`src/rtl/xgxssynth_lane_sync_if.sv`:
```
// Lane synchronisation bus: decoder-side inputs and sync-state outputs of one XGXS lane.
// master = upstream PCS/decoder side, slave = the lane sync block.
interface xgxssynth_lane_sync_if;
  logic       signal_detect;
  logic       cg_valid;
  logic [9:0] code_group;
  logic       code_bad;
  logic       sync_status;
  logic       enable_cgalign;
  logic [2:0] lane_state;
  logic       sync_acq;
  logic       sync_lost;
  logic [7:0] bad_cnt;

  modport master (
    output signal_detect, cg_valid, code_group, code_bad,
    input  sync_status, enable_cgalign, lane_state, sync_acq, sync_lost, bad_cnt
  );

  modport slave (
    input  signal_detect, cg_valid, code_group, code_bad,
    output sync_status, enable_cgalign, lane_state, sync_acq, sync_lost, bad_cnt
  );
endinterface

```
`src/rtl/xgxssynth_lane_sync.sv`:
```
// XGXS lane synchronisation state machine: comma acquisition, hysteretic SA1..SA4 tracking
// and a saturating bad code-group counter. No valid/ready handshake: cg_valid is a plain qualifier.
module xgxssynth_lane_sync #(
  parameter int GOOD_CGS_LIMIT = 4
) (
  input logic                  clk,
  input logic                  rst_n,
  xgxssynth_lane_sync_if.slave lane
);

  typedef enum logic [2:0] {
    LOSS_OF_SYNC = 3'd0,
    CD1          = 3'd1,
    CD2          = 3'd2,
    CD3          = 3'd3,
    SA1          = 3'd4,
    SA2          = 3'd5,
    SA3          = 3'd6,
    SA4          = 3'd7
  } state_e;

  localparam logic [2:0] GOOD_LAST = 3'(GOOD_CGS_LIMIT - 1);

  state_e     state_q, state_d;
  logic [2:0] good_cgs_q, good_cgs_d;
  logic [7:0] bad_cnt_q, bad_cnt_d;
  logic       sync_status_q, sync_status_d;
  logic       enable_cgalign_q, enable_cgalign_d;
  logic       sync_acq_q, sync_acq_d;
  logic       sync_lost_q, sync_lost_d;

  logic comma, cgbad, cggood;

  assign comma  = (lane.code_group[9:3] == 7'b0011111) || (lane.code_group[9:3] == 7'b1100000);
  assign cgbad  = lane.cg_valid & lane.code_bad;
  assign cggood = lane.cg_valid & ~lane.code_bad;

  always_ff @(posedge clk or negedge rst_n) begin
    if (!rst_n) begin
      state_q          <= LOSS_OF_SYNC;
      good_cgs_q       <= 3'd0;
      bad_cnt_q        <= 8'd0;
      sync_status_q    <= 1'b0;
      enable_cgalign_q <= 1'b1;
      sync_acq_q       <= 1'b0;
      sync_lost_q      <= 1'b0;
    end else begin
      state_q          <= state_d;
      good_cgs_q       <= good_cgs_d;
      bad_cnt_q        <= bad_cnt_d;
      sync_status_q    <= sync_status_d;
      enable_cgalign_q <= enable_cgalign_d;
      sync_acq_q       <= sync_acq_d;
      sync_lost_q      <= sync_lost_d;
    end
  end

  always_comb begin
    state_d    = state_q;
    good_cgs_d = good_cgs_q;

    if (!lane.signal_detect) begin
      state_d    = LOSS_OF_SYNC;
      good_cgs_d = 3'd0;
    end else if (lane.cg_valid) begin
      case (state_q)
        LOSS_OF_SYNC: begin
          if (cggood && comma) state_d = CD1;
        end
        CD1, CD2, CD3: begin
          // CD3 + 1 encodes SA1, so the comma step covers acquisition too
          if (cgbad)       state_d = LOSS_OF_SYNC;
          else if (comma)  state_d = state_e'(state_q + 3'd1);
        end
        SA1: begin
          if (cgbad) state_d = SA2;
        end
        SA2, SA3, SA4: begin
          if (cgbad) begin
            state_d = (state_q == SA4) ? LOSS_OF_SYNC : state_e'(state_q + 3'd1);
          end else if (good_cgs_q == GOOD_LAST) begin
            state_d = state_e'(state_q - 3'd1);
          end else begin
            good_cgs_d = good_cgs_q + 3'd1;
          end
        end
        default: state_d = LOSS_OF_SYNC;
      endcase
    end

    // The good-run counter only ever measures time spent in the current state
    if (state_d != state_q) good_cgs_d = 3'd0;
  end

  always_comb begin
    sync_status_d    = state_d[2];
    enable_cgalign_d = ~state_d[2];
    sync_acq_d       = (state_q == CD3) && (state_d == SA1);
    sync_lost_d      = state_q[2] && (state_d == LOSS_OF_SYNC);

    bad_cnt_d = bad_cnt_q;
    if (cgbad && sync_status_q && (bad_cnt_q != 8'hFF)) bad_cnt_d = bad_cnt_q + 8'd1;
  end

  assign lane.lane_state     = state_q;
  assign lane.sync_status    = sync_status_q;
  assign lane.enable_cgalign = enable_cgalign_q;
  assign lane.sync_acq       = sync_acq_q;
  assign lane.sync_lost      = sync_lost_q;
  assign lane.bad_cnt        = bad_cnt_q;

  a_pulse_excl: assert property (@(posedge clk) disable iff (!rst_n) !(sync_acq_q && sync_lost_q));

endmodule

```
`src/flat_wrapper.sv`:
```
// flat-port wrapper written by rule: the top's interface ports become plain ports
module xgxssynth_lane_sync_flat 
#(
  parameter int GOOD_CGS_LIMIT = 4
)
  (clk, rst_n, lane_signal_detect, lane_cg_valid, lane_code_group, lane_code_bad, lane_sync_status, lane_enable_cgalign, lane_lane_state, lane_sync_acq, lane_sync_lost, lane_bad_cnt);
  xgxssynth_lane_sync_if lane_i ();
  input logic clk;
  input logic rst_n;
  input wire logic [$bits(lane_i.signal_detect)-1:0] lane_signal_detect;
  input wire logic [$bits(lane_i.cg_valid)-1:0] lane_cg_valid;
  input wire logic [$bits(lane_i.code_group)-1:0] lane_code_group;
  input wire logic [$bits(lane_i.code_bad)-1:0] lane_code_bad;
  output wire logic [$bits(lane_i.sync_status)-1:0] lane_sync_status;
  output wire logic [$bits(lane_i.enable_cgalign)-1:0] lane_enable_cgalign;
  output wire logic [$bits(lane_i.lane_state)-1:0] lane_lane_state;
  output wire logic [$bits(lane_i.sync_acq)-1:0] lane_sync_acq;
  output wire logic [$bits(lane_i.sync_lost)-1:0] lane_sync_lost;
  output wire logic [$bits(lane_i.bad_cnt)-1:0] lane_bad_cnt;
  assign lane_i.signal_detect = lane_signal_detect;
  assign lane_i.cg_valid = lane_cg_valid;
  assign lane_i.code_group = lane_code_group;
  assign lane_i.code_bad = lane_code_bad;
  assign lane_sync_status = lane_i.sync_status;
  assign lane_enable_cgalign = lane_i.enable_cgalign;
  assign lane_lane_state = lane_i.lane_state;
  assign lane_sync_acq = lane_i.sync_acq;
  assign lane_sync_lost = lane_i.sync_lost;
  assign lane_bad_cnt = lane_i.bad_cnt;
  xgxssynth_lane_sync #(.GOOD_CGS_LIMIT(GOOD_CGS_LIMIT)) u_core (.clk(clk), .rst_n(rst_n), .lane(lane_i));
endmodule
```
`config.mk`:
```
export PLATFORM = sky130hd
export DESIGN_NAME = xgxssynth_lane_sync_flat
export DESIGN_NICKNAME = d
export VERILOG_FILES = /design/src/rtl/xgxssynth_lane_sync_if.sv /design/src/rtl/xgxssynth_lane_sync.sv /design/src/flat_wrapper.sv
export SDC_FILE = /design/constraint.sdc
export NUM_CORES = 1
export LEC_CHECK = 0
export ABC_AREA = 1
export ABC_CLOCK_PERIOD_IN_PS = 2400
export BUFFER_PORTS_ARGS = -buffer_cell sky130_fd_sc_hd__buf_2
export CAP_MARGIN = 10
export CORE_MARGIN = 3
export CORE_UTILIZATION = 45
export DETAILED_ROUTE_END_ITERATION = 10
export PLACE_DENSITY = 0.77
export SYNTH_ARGS = -nofsm -noshare
export SYNTH_HDL_FRONTEND = slang
export SYNTH_SLANG_ARGS = --single-unit
export TNS_END_PERCENT = 1
```
`constraint.sdc`:
```
create_clock -name clk -period 2.4 [get_ports clk]
set_input_delay 0.24 -clock clk [delete_from_list [all_inputs] [get_ports clk]]
set_output_delay 0.24 -clock clk [all_outputs]
set_load 0.01 [all_outputs]
```
## Word-level counts from Yosys, hierarchy flattened

Cells that the tools add are included.

| word-level totals | value |
|---|---|
| register bits after elaboration | 18 |
| logic and storage cells | 59 |

| operators by class | value |
|---|---|
| add/subtract/negate cells | 4 |
| equal/unequal tests | 17 |
| multiplexer cells | 16 |
| bitwise gates (word level) | 4 |
| reductions and logical operators | 11 |

Operators by type and width:

| operator | number |
|---|---|
| two-way mux 3 bit | 15 |
| equality test 3 bit, second input constant | 5 |
| one-hot mux 3 bit (4 select lines) | 1 |
| equality test 3 x 2 -> 1 bit, second input constant | 3 |
| adder 8 x 1 -> 8 bit, second input constant | 1 |
| != test 8 bit, second input constant | 1 |
| equality test 7 x 5 -> 1 bit, second input constant | 1 |
| equality test 7 bit, second input constant | 1 |
| adder 3 x 1 -> 3 bit, second input constant | 2 |
| zero test 3 bit | 2 |
| != test 3 x 1 -> 1 bit, second input constant | 2 |
| != test 3 bit, second input constant | 2 |
| OR reduction 3 bit | 2 |
| logical AND 1 bit | 5 |
| AND reduction 4 bit | 1 |
| equality test 3 x 1 -> 1 bit, second input constant | 1 |
| != test 3 bit | 1 |
| subtractor 3 x 1 -> 3 bit, second input constant | 1 |
| bitwise AND 1 bit | 2 |
| NOT 1 bit | 2 |
| logical OR 1 bit | 1 |

## Longest topological paths before layout

Gate-level depths: netlist of run 1.

| depth | value |
|---|---|
| depth in word-level cells | 10 |
| depth in mapped cells | 15 |
| gate-level depth less buffers | 15 |

## Worst setup path after synthesis of run 1

No wires, ideal clock.

| timing path | value |
|---|---|
| kind | register to register |
| start | register u_core.state_q[0] (netlist: u_core.lane.lane_state[0]) |
| end | register u_core.good_cgs_q[0] |
| library setup time | 0.086 ns |
| arrival time | 1.877 ns |
| slack | 0.437 ns |
| stages on the path, launching flop included | 16 |
| clock period less this slack | 1.963 ns |
| cell sequence | dfrtp_1 > inv_1 > ha_1 > nor2_2 > nand2_1 > nor2_1 > nor2_1 > nand2_1 > inv_1 > nand2_1 > nand2_1 > nand2_1 > nand2_1 > nand2_1 > nand2_1 > nor3_1 |

| between the ends | value |
|---|---|
| cells in the longest elaborated chain, start to end | 9 |
| elaborated cells between the ends (all ways) | 29 |

Ends and longest elaborated chain:

| what | RTL line | text |
|---|---|---|
| start: declaration | xgxssynth_lane_sync.sv:24 | `state_e state_q, state_d;` |
| start signal: assignment | xgxssynth_lane_sync.sv:48 | `state_q <= state_d;` |
| subtractor 3 x 1 -> 3 bit (tied with other cells) | xgxssynth_lane_sync.sv:82 | `state_d = state_e'(state_q - 3'd1);` |
| two-way mux 3 bit, on equally long branches | xgxssynth_lane_sync.sv:81, xgxssynth_lane_sync.sv:80, xgxssynth_lane_sync.sv:73 |  |
| two-way mux 3 bit, on equally long branches | xgxssynth_lane_sync.sv:79, xgxssynth_lane_sync.sv:72 |  |
| one-hot mux 3 bit (4 select lines) | xgxssynth_lane_sync.sv:66 | `case (state_q)` |
| two-way mux 3 bit | xgxssynth_lane_sync.sv:65 | `end else if (lane.cg_valid) begin` |
| two-way mux 3 bit | xgxssynth_lane_sync.sv:62 | `if (!lane.signal_detect) begin` |
| != test 3 bit | xgxssynth_lane_sync.sv:92 | `if (state_d != state_q) good_cgs_d = 3'd0;` |
| != test 3 bit (no line) or != test 3 x 1 -> 1 bit (tied branches) | - |  |
| AND reduction 4 bit (no line) | - |  |
| end signal: assignment | xgxssynth_lane_sync.sv:49 | `good_cgs_q <= good_cgs_d;` |
| end: declaration | xgxssynth_lane_sync.sv:25 | `logic [2:0] good_cgs_q, good_cgs_d;` |

Several ways; a longest one is shown, not always the timed one.
A chain may end at the register's enable or synchronous reset.

## Final worst setup path of run 1

Ends and elaborated chain as after synthesis.

==> results of run 1 <==
logic make-up after synthesis:
| logic type | after synthesis |
|---|---|
| AO/OA/AOI/OAI | 16 |
| adder cells (fa/ha/maj) | 10 |
| XOR/XNOR | 8 |
| AND/OR/NAND/NOR | 86 |
| multiplexers | 1 |
| buffers and inverters | 31 |
| flip-flops | 17 |
registers in the layout, indices dropped and copies added, names as in the netlist:
register and cells:
u_core.lane.enable_cgalign 1, u_core.lane.bad_cnt 8, u_core.lane.lane_state 3, u_core.lane.sync_acq 1, u_core.lane.sync_lost 1, u_core.good_cgs_q 3
worst min-delay path by stage:
stage,start,to,slack [ns],depth (start not counted)
floorplan,rst_n,u_core.good_cgs_q[0]$_DFFE_PN0P_,-0.06,0
global placement,rst_n,u_core.lane.bad_cnt[5]$_DFFE_PN0P_,0.17,1
detailed placement,rst_n,u_core.lane.bad_cnt[5]$_DFFE_PN0P_,0.17,1
CTS,lane_signal_detect,u_core.lane.enable_cgalign$_DFF_PN1_,0.25,2
global route,lane_signal_detect,u_core.lane.enable_cgalign$_DFF_PN1_,0.28,2
finish,lane_signal_detect,u_core.lane.enable_cgalign$_DFF_PN1_,0.26,2
critical path, delay by kind of cell, from the launching register on:
family | cells | cell delay, ns
and+or+nand+nor | 12 | 1.20
DFF | 1 | 0.38
buffers and inverters | 2 | 0.21
adders and majority gates | 1 | 0.21
cells in the mapped netlist, drive strengths merged:
cell	instances	area (um2)
nand2	43	164
inv	28	105
nor2	18	70.1
dfrtp	16	400
nand3	16	80.1
ha	10	125
a21oi	8	43.8
nor3	6	30.0
o21ai	4	20.0
xnor2	4	35.0
xor2	4	35.0
o211ai	3	22.5
buf	2	15.0
nand4	2	12.5
and2	1	6.26
clkbuf	1	3.75
dfstp	1	26.3
mux2	1	11.3
o311ai	1	16.3
cell type report:
class,instances,share of cell area
multi-input combinational,121,0.470
timing repair buffer,30,0.114
tap,30,0.0262
clock buffer,4,0.0184
sequential,17,0.298
inverter,28,0.0735
metal layers:
metal | routed length (um) | vias to the layer above
met5 | 0 | -
met4 | 46 | 0
li1 | - | 599
met1 | 1160 | 537
met3 | 182 | 6
met2 | 1300 | 40
per-stage QoR:
| stage | power (W) | std cells | worst slack (ns) | hold slack (ns) | cell area, um2 |
|---|---|---|---|---|---|
| detailed placement | 0.000603 | 225 | 0.342 | 0.173 | 1390 |
| global route | 0.000807 | 230 | 0.102 | 0.277 | 1430 |
| global placement | 0.000594 | 225 | 0.472 | 0.172 | 1390 |
| CTS | 0.000755 | 230 | 0.319 | 0.248 | 1430 |
| floorplan | 0.000513 | 169 | 0.437 | -0.0556 | 1220 |
| finish | 0.000748 | 230 | 0.310 | 0.264 | 1430 |
where the power goes:
group | total (W) | internal (W) | switching [W] | leakage (nW)
Combinational | 0.000242 | 0.0000989 | 0.000143 | 0.583
Clock | 0.000147 | 0.0000646 | 0.0000819 | 0.0150
Sequential | 0.000360 | 0.000322 | 0.0000379 | 0.227
==> implementation parameters, run 1 <==
Parameter                              Value

Worst setup path
  Endpoint kind of the worst setup timing path    flip-flop
  Endpoint of the lowest-slack register-to-register path    u_core.good_cgs_q[0]$_DFFE_PN0P_
  Worst setup path endpoint    u_core.good_cgs_q[0]$_DFFE_PN0P_
  FF-to-FF setup slack    0.31 ns
  CP Data Required Time    2.61 ns
  Worst r2r path cells    15
  Worst setup path category    reg2reg
  Kind of start point of the critical path    flip-flop
  Slowest library cell on the worst path    dfrtp_1
  Biggest cell delay along the critical path    0.38 ns
  Worst-path fanout max    9
  Worst r2r src    u_core.lane.lane_state[0]$_DFF_PN0_
  Data arrival, critical path    2.30 ns
  Dominant cell type by count on the critical path    nand2_1
  Cells traversed along the worst timing path    buf_4 -> ha_1 -> nor2_2 -> nand2_1 -> nor2_1 -> nor2_1 -> nand2_1 -> inv_1 -> nand2_1 -> nand2_1 -> nand2_1 -> nand2_1 -> nand2_1 -> nand2_1 -> nor3_1
  Crit path launch    u_core.lane.lane_state[0]$_DFF_PN0_

Die
  Starting density of the core    0.485
  Die Span Y    58.1 um
  Die Area    3380 um2
  Die Span X    58.1 um
  Row Count    18
  Core Region    2520 um2
  Count of pins on the block boundary    30

Logic synthesis
  Total number of yosys warnings    0
  Net Count, Synth    194
  Flip-flop and latch count after synthesis    17
  Adder-cell share of the synthesized area    0.102
  Synthesized cell area    1220 um2
  Portion of the post-synthesis area used by sequential elements    0.349
  Share of the synthesized netlist area taken by xor and xnor gates    0.0573
  Multiplexer share of the synthesized area    0.00921
  Compound-cell area share of the yosys netlist    0.0839
  Simple-gate share of the synthesized area    0.297
  Dominant combinational cell family by area after synthesis    simple AND/OR/NAND/NOR gates
  Number of distinct library cells after synthesis    23
  Mapped Avg Cell Area    7.23 um2
  Instance count of the mapped netlist    169

GRT
  Vias in the first global route    1,146
  Pin count of the biggest net entering global routing    18
  First-pass GRT wire length    4470 um
  Met1 Usage GRT    0.190
  Initial antenna violation count    0
  Met2 demand-to-capacity share in global routing    0.300
  Global-route congestion overflow total    0
  Fraction of met3 tracks used by global routing    0.0290
  GRT Resource Usage Total    0.168
  Top Usage Layer GRT    met2

Timing
  Maximum clock frequency    0.478 GHz
  RSZ-0062 raised after global routing    no
  Final min period    2.09 ns
  Final hold violation count    0
  Final worst-path cycle share    0.871
  Post-Route Setup TNS    0 ns
  Slew of the pin with the lowest slew margin    0.484 ns
  Clock Skew    0.00267 ns
  Number of pins with negative max-slew slack in the final report    0
  Worst slew slack as a fraction of its limit    0.677
  Number of setup violations in the final report    0

Layout
  Sequential Area    427 um2
  Layout filler cell count    247
  Most common cell after layout, fill and taps aside    nand2_1
  Footprint of the multi-input gates    672 um2
  Most frequent cells in the layout    nand2_1 (42), inv_1 (26), buf_2 (26)
  Final Net Count    226
  Antenna cells    0
  Layout cell share with drive strength beyond 1    0.200
  Finished Core Util    0.567
  Area added between synthesis and finish    17.0%

Clock tree
  TritonCTS Buffers    3
  Clock latency reported for the late side of the worst-skew pair    0.28 ns
  Clock-pin slew on the worst setup and hold paths    0.09 ns
  Post CTS Setup Buffer Count    0
  CTS sink count    17
  Post-CTS Resized    0
  Root buf cell    clkbuf_4
  Quantity of hold-fixing buffers added after cts    1
  Maximum level of the CTS H-tree    1
  Maximum number of buffers from clock root to sink    2
  CTS tree    yes

Route
  DRC viols    0
  Iteration count of the initial detailed-routing pass    4
  Total via count after detailed routing    1,182
  Average wire length per cell after detail routing    11.7 um
  Detailed router's first-iteration violation count    49
  Final Routed Wirelength    2680 um
  Via-per-instance ratio    5.14
  Number of nets with antenna violations after routing    0

Status
  Status    completed

Worst hold path
  Type of the most critical hold path    in2reg

Place
  GPL Wtd Cong    0.926
  Number of I/O port buffers    26
  HPWL after DPL    2110 um

Job
  Count of maximum capacitance violations    0

Power and ir drop
  Leakage component of the power    0.825 nW
  P per Cell Area    523 nW/um2
  Worst IR drop on VDD    0.504 mV
Note: power is estimated with default switching activity, not from simulation.
==> run 2: changes to the inputs <==
--- a/config.mk
+++ b/config.mk
@@ -10,9 +10,9 @@
 export BUFFER_PORTS_ARGS = -buffer_cell sky130_fd_sc_hd__buf_2
 export CAP_MARGIN = 10
 export CORE_MARGIN = 3
-export CORE_UTILIZATION = 45
+export CORE_UTILIZATION = 30
 export DETAILED_ROUTE_END_ITERATION = 10
-export PLACE_DENSITY = 0.77
+export PLACE_DENSITY = 0.58
 export SYNTH_ARGS = -nofsm -noshare
 export SYNTH_HDL_FRONTEND = slang
 export SYNTH_SLANG_ARGS = --single-unit
==> implementation parameters, run 2 (synthesized netlist as in run 1, its figures left out) <==
Parameter                              Value

Status
  Status    completed

Place
  GPL Wtd Cong    0.875
  HPWL after DPL    2020 um
  Number of I/O port buffers    26

Route
  Length of routed met2 wiring    1100 um
  Iteration count of the initial detailed-routing pass    4
  Via-per-instance ratio    4.46
  M1 WL    1320 um
  DRC viols    0
  Detailed route wirelength on metal3    107 um
  Average wire length per cell after detail routing    10.3 um
  Detailed router's first-iteration violation count    67
  Final Routed Wirelength    2560 um
  Number of nets with antenna violations after routing    0
  Uppermost signal routing layer after detailed routing    met4
  Total via count after detailed routing    1,110

Die
  Starting density of the core    0.322
  Die Span Y    69.8 um
  Die Area    4880 um2
  Row Count    22
  Die Span X    69.8 um
  Core Region    3800 um2
  Count of pins on the block boundary    30

Worst setup path
  Endpoint kind of the worst setup timing path    flip-flop
  Biggest cell delay along the critical path    0.43 ns
  Worst setup path category    reg2reg
  Kind of start point of the critical path    flip-flop
  Dominant cell type by count on the critical path    nand2_1
  FF-to-FF setup slack    0.40 ns
  Slowest library cell on the worst path    dfrtp_2
  Worst r2r path cells    15
  Data arrival, critical path    2.16 ns
  CP Data Required Time    2.56 ns
  Cells traversed along the worst timing path    buf_4 -> ha_1 -> inv_1 -> nand2_1 -> nor2_1 -> nor2_1 -> nand2_1 -> inv_1 -> nand2_1 -> nand2_1 -> nand2_1 -> nand2_1 -> nand2_1 -> nand2_1 -> nor3_1
  Worst-path fanout max    5

Power and ir drop
  Worst IR drop on VDD    0.338 mV
  Leakage component of the power    0.836 nW
  P per Cell Area    541 nW/um2

Clock tree
  Maximum level of the CTS H-tree    1
  CTS tree    yes
  CTS sink count    17
  Maximum number of buffers from clock root to sink    2
  Root buf cell    clkbuf_8
  TritonCTS Buffers    3
  Clock-pin slew on the worst setup and hold paths    0.06 ns
  Clock latency reported for the late side of the worst-skew pair    0.24 ns

Layout
  Most frequent cells in the layout    nand2_1 (42), inv_1 (26), buf_2 (26)
  Antenna cells    0
  Most common cell after layout, fill and taps aside    nand2_1
  Layout filler cell count    412
  Sequential Area    428 um2
  Area added between synthesis and finish    21.1%
  Final Net Count    227
  Largest register FFs    8
  Layout cell share with drive strength beyond 1    0.209
  Footprint of the multi-input gates    672 um2

Timing
  Worst slew slack as a fraction of its limit    0.683
  Clock Skew    0.00317 ns
  Slew of the pin with the lowest slew margin    0.475 ns
  Post-route worst hold slack    0.325 ns
  Post-Route Setup TNS    0 ns
  Number of pins with negative max-slew slack in the final report    0
  Final worst-path cycle share    0.832
  Final hold violation count    0
  RSZ-0062 raised after global routing    no
  Maximum clock frequency    0.501 GHz
  Number of setup violations in the final report    0
  Final min period    2.00 ns

GRT
  Global-route congestion overflow total    0
  Vias in the first global route    1,033
  GRT Resource Usage Total    0.110
  Pin count of the biggest net entering global routing    18
  First-pass GRT wire length    4500 um
  Initial antenna violation count    0

Job
  Count of maximum capacitance violations    0

Worst hold path
  Type of the most critical hold path    in2reg
  Number of cells on the worst hold path    2
[run 2: cell count changes in the layout (fill, tap and decap cells not counted)]
cell	change
buf_4	+1
dfrtp_2	+1
clkbuf_4	-3
clkbuf_8	+3
dfrtp_1	-1
[run 2: stage by stage]
stage	cells	cell area (um2)	power (W)	utilization	worst slack, ns
detailed placement	242	1410	0.000597	0.371	0.131
global route	249	1480	0.000870	0.390	0.109
floorplan	169	1220	0.000513	-	0.437
global placement	242	1410	0.000598	0.371	0.143
CTS	247	1460	0.000803	0.385	0.116
finish	249	1480	0.000801	0.390	0.403
[run 2: cell type report]
cell class,count,share of cell area
Clock buffer,4,0.0304
Inverter,28,0.0710
Multi-Input combinational cell,121,0.454
Sequential cell,17,0.289
Tap cell,48,0.0406
Timing Repair Buffer,31,0.115
[run 2: path summary, 6_finish.rpt]
path,startpoint,endpoint
setup / recovery,u_core.lane.lane_state[0]$_DFF_PN0_,u_core.good_cgs_q[0]$_DFFE_PN0P_
hold / removal,lane_signal_detect,u_core.lane.enable_cgalign$_DFF_PN1_
setup reg to reg,u_core.lane.lane_state[0]$_DFF_PN0_,u_core.good_cgs_q[0]$_DFFE_PN0P_
hold reg to reg,u_core.lane.bad_cnt[7]$_DFFE_PN0P_,u_core.lane.bad_cnt[7]$_DFFE_PN0P_
max in group asynchronous,rst_n,u_core.lane.enable_cgalign$_DFF_PN1_
min in group asynchronous,rst_n,u_core.lane.bad_cnt[1]$_DFFE_PN0P_
[run 2: per-layer routing]
layer | GRT usage | vias to the layer above
met5 | 0 | -
met4 | 0.0383 | 0
met3 | 0.0159 | 2
met2 | 0.174 | 24
met1 | 0.152 | 489
li1 | - | 595
[run 2: worst max-delay path, delay by kind of cell, from the launching register on]
family | cells | cell delay [ns]
adders and majority gates | 1 | 0.22
buffers and inverters | 3 | 0.31
DFF | 1 | 0.43
and+or+nand+nor | 11 | 0.96
[run 2: repair_timing]
item | in CTS | in global routing
hold buffers | 1 | 0
gates resized for setup | 0 | 1
setup endpoints to repair | 0 | 5
buffers inserted | 0 | 2
hold endpoints to repair | 16 | 0
[run 2: where the power goes]
group | internal (W) | switching [W] | leakage, nW | total (W)
clock | 0.000117 | 0.0000854 | 0.0228 | 0.000203
combinational | 0.000100 | 0.000137 | 0.588 | 0.000237
sequential | 0.000323 | 0.0000389 | 0.225 | 0.000362
==> run 3: changes to the inputs <==
--- a/config.mk
+++ b/config.mk
@@ -6,7 +6,7 @@
 export NUM_CORES = 1
 export LEC_CHECK = 0
 export ABC_AREA = 1
-export ABC_CLOCK_PERIOD_IN_PS = 2400
+export ABC_CLOCK_PERIOD_IN_PS = 1900
 export BUFFER_PORTS_ARGS = -buffer_cell sky130_fd_sc_hd__buf_2
 export CAP_MARGIN = 10
 export CORE_MARGIN = 3
==> constraint.sdc (replaced) <==
create_clock -name clk -period 1.9 [get_ports clk]
set_input_delay 0.19 -clock clk [delete_from_list [all_inputs] [get_ports clk]]
set_output_delay 0.19 -clock clk [all_outputs]
set_load 0.01 [all_outputs]
==> implementation parameters, run 3 (synthesized netlist as in run 1, its figures left out) <==
Parameter                              Value

Power and ir drop
  Leakage component of the power    0.879 nW
  Overall power    0.00108 W
  P per Cell Area    661 nW/um2
  Worst IR drop on VDD    0.464 mV

Clock tree
  Clock latency reported for the late side of the worst-skew pair    0.25 ns
  CTS sink count    17
  TritonCTS Buffers    3
  Clock-pin slew on the worst setup and hold paths    0.06 ns
  Maximum level of the CTS H-tree    1
  Root buf cell    clkbuf_8
  Maximum number of buffers from clock root to sink    2
  CTS tree    yes

Route
  DRC viols    0
  Final Routed Wirelength    2790 um
  Via-per-instance ratio    4.54
  Detailed router's first-iteration violation count    45
  Total via count after detailed routing    1,166
  Average wire length per cell after detail routing    10.9 um
  Iteration count of the initial detailed-routing pass    4
  Number of nets with antenna violations after routing    0

Timing
  RSZ-0062 raised after global routing    yes
  Maximum clock frequency    0.555 GHz
  Slew of the pin with the lowest slew margin    0.367 ns
  Number of pins with negative max-slew slack in the final report    0
  Final min period    1.80 ns
  Number of setup violations in the final report    0
  Clock Skew    0.000890 ns
  Final worst-path cycle share    0.948
  Worst slew slack as a fraction of its limit    0.756
  Final hold violation count    0

Layout
  Final Instance Area    1640 um2
  Antenna cells    0
  Most frequent cells in the layout    nand2_1 (36), buf_2 (26), inv_1 (22)
  Most common cell after layout, fill and taps aside    nand2_1
  Largest register FFs    8
  Layout cell share with drive strength beyond 1    0.354
  Final Net Count    235
  Finished Core Util    0.431
  Area added between synthesis and finish    34.0%

GRT
  Fraction of met3 tracks used by global routing    0.0145
  GRT Resource Usage Total    0.113
  Global-route congestion overflow total    0
  Pin count of the biggest net entering global routing    18
  Top Usage Layer GRT    met2
  Initial antenna violation count    0
  Vias in the first global route    1,031
  First-pass GRT wire length    4610 um
  Met2 demand-to-capacity share in global routing    0.182
  Met1 Usage GRT    0.151

Worst hold path
  Type of the most critical hold path    in2reg

Worst setup path
  Slowest library cell on the worst path    dfrtp_2
  Cell type group with the largest total delay on the critical path    simple AND/OR/NAND/NOR gates
  Cells traversed along the worst timing path    inv_2 -> ha_4 -> nor2_4 -> nand2_4 -> nand2_4 -> nor2_2 -> nand2_1 -> nor2_2 -> nor2_1 -> nand2_1 -> nand2_2 -> nand2_1 -> nand2_1 -> nand2_2 -> nor3_2
  Endpoint kind of the worst setup timing path    flip-flop
  Dominant cell type by count on the critical path    nand2_1
  Biggest cell delay along the critical path    0.41 ns
  Worst-path fanout max    5
  CP Data Required Time    2.07 ns
  CP Buf/Inv Count    1
  Worst setup path category    reg2reg
  Data arrival, critical path    1.97 ns
  Kind of start point of the critical path    flip-flop

Place
  Post-detailed-placement cell area    1460 um2
  GPL Wtd Cong    0.885
  HPWL after DPL    2170 um
  Number of I/O port buffers    26

Die
  Die Span X    69.8 um
  Die Area    4880 um2
  Core Region    3800 um2
  Row Count    22
  Count of pins on the block boundary    30
  Starting density of the core    0.322
  Die Span Y    69.8 um

Status
  Status    completed

Job
  Count of maximum capacitance violations    0
run 3: cell count changes in the layout (fill, tap and decap cells not counted), sizes merged:
cell	change
buf	+8
clkbuf	-1
clkinv	+1
run 3: area by class of cell:
cell class / instances / area [um2]
sequential: 17 / 429
clock buffer: 3 / 41.3
multi-input combinational: 121 / 767
tap: 48 / 60.1
clock inverter: 1 / 5.00
inverter: 28 / 105
fill: 388 / 2160
timing repair buffer: 39 / 230
run 3: final timing paths:
check	end	slack, ns	cells after the start	startpoint
min	u_core.lane.enable_cgalign$_DFF_PN1_	0.29	2	lane_signal_detect
max reg2reg	u_core.good_cgs_q[1]$_DFFE_PN0P_	0.1	15	u_core.lane.lane_state[0]$_DFF_PN0_
min reg2reg	u_core.lane.bad_cnt[7]$_DFFE_PN0P_	0.51	1	u_core.lane.bad_cnt[7]$_DFFE_PN0P_
max in group asynchronous	u_core.lane.enable_cgalign$_DFF_PN1_	1.21	2	rst_n
max	u_core.good_cgs_q[1]$_DFFE_PN0P_	0.1	15	u_core.lane.lane_state[0]$_DFF_PN0_
min in group asynchronous	u_core.lane.bad_cnt[1]$_DFFE_PN0P_	0.38	2	rst_n
run 3: per-layer routing:
layer	part of all wire	wire length [um]
met4	0.0068	19
met2	0.49	1360
met5	0	0
met1	0.47	1320
met3	0.030	85
run 3: repair_timing:
item,in CTS,in global routing
setup endpoints to repair,3,5
buffers inserted,1,2
hold endpoints to repair,16,0
pin swaps,0,6
hold buffers,1,0
gates resized for setup,2,27
run 3: power by group:
part / leakage (nW) / internal, W / switching, W
Sequential: 0.224 / 0.000408 / 0.0000511
Combinational: 0.629 / 0.000158 / 0.000205
Clock: 0.0255 / 0.000145 / 0.000116
Total: 0.879 / 0.000712 / 0.000372
run 3: stage by stage:
step                setup TNS [ns]  hold slack (ns)  std cells  setup WS (ns)
finish                           0            0.289        257         0.0981
global placement                 0            0.131        249        0.00551
global route                -0.247            0.289        257        -0.0807
CTS                              0            0.277        255         0.0151
floorplan                        0           -0.106        169         0.0532
detailed placement          -0.105            0.132        249        -0.0362
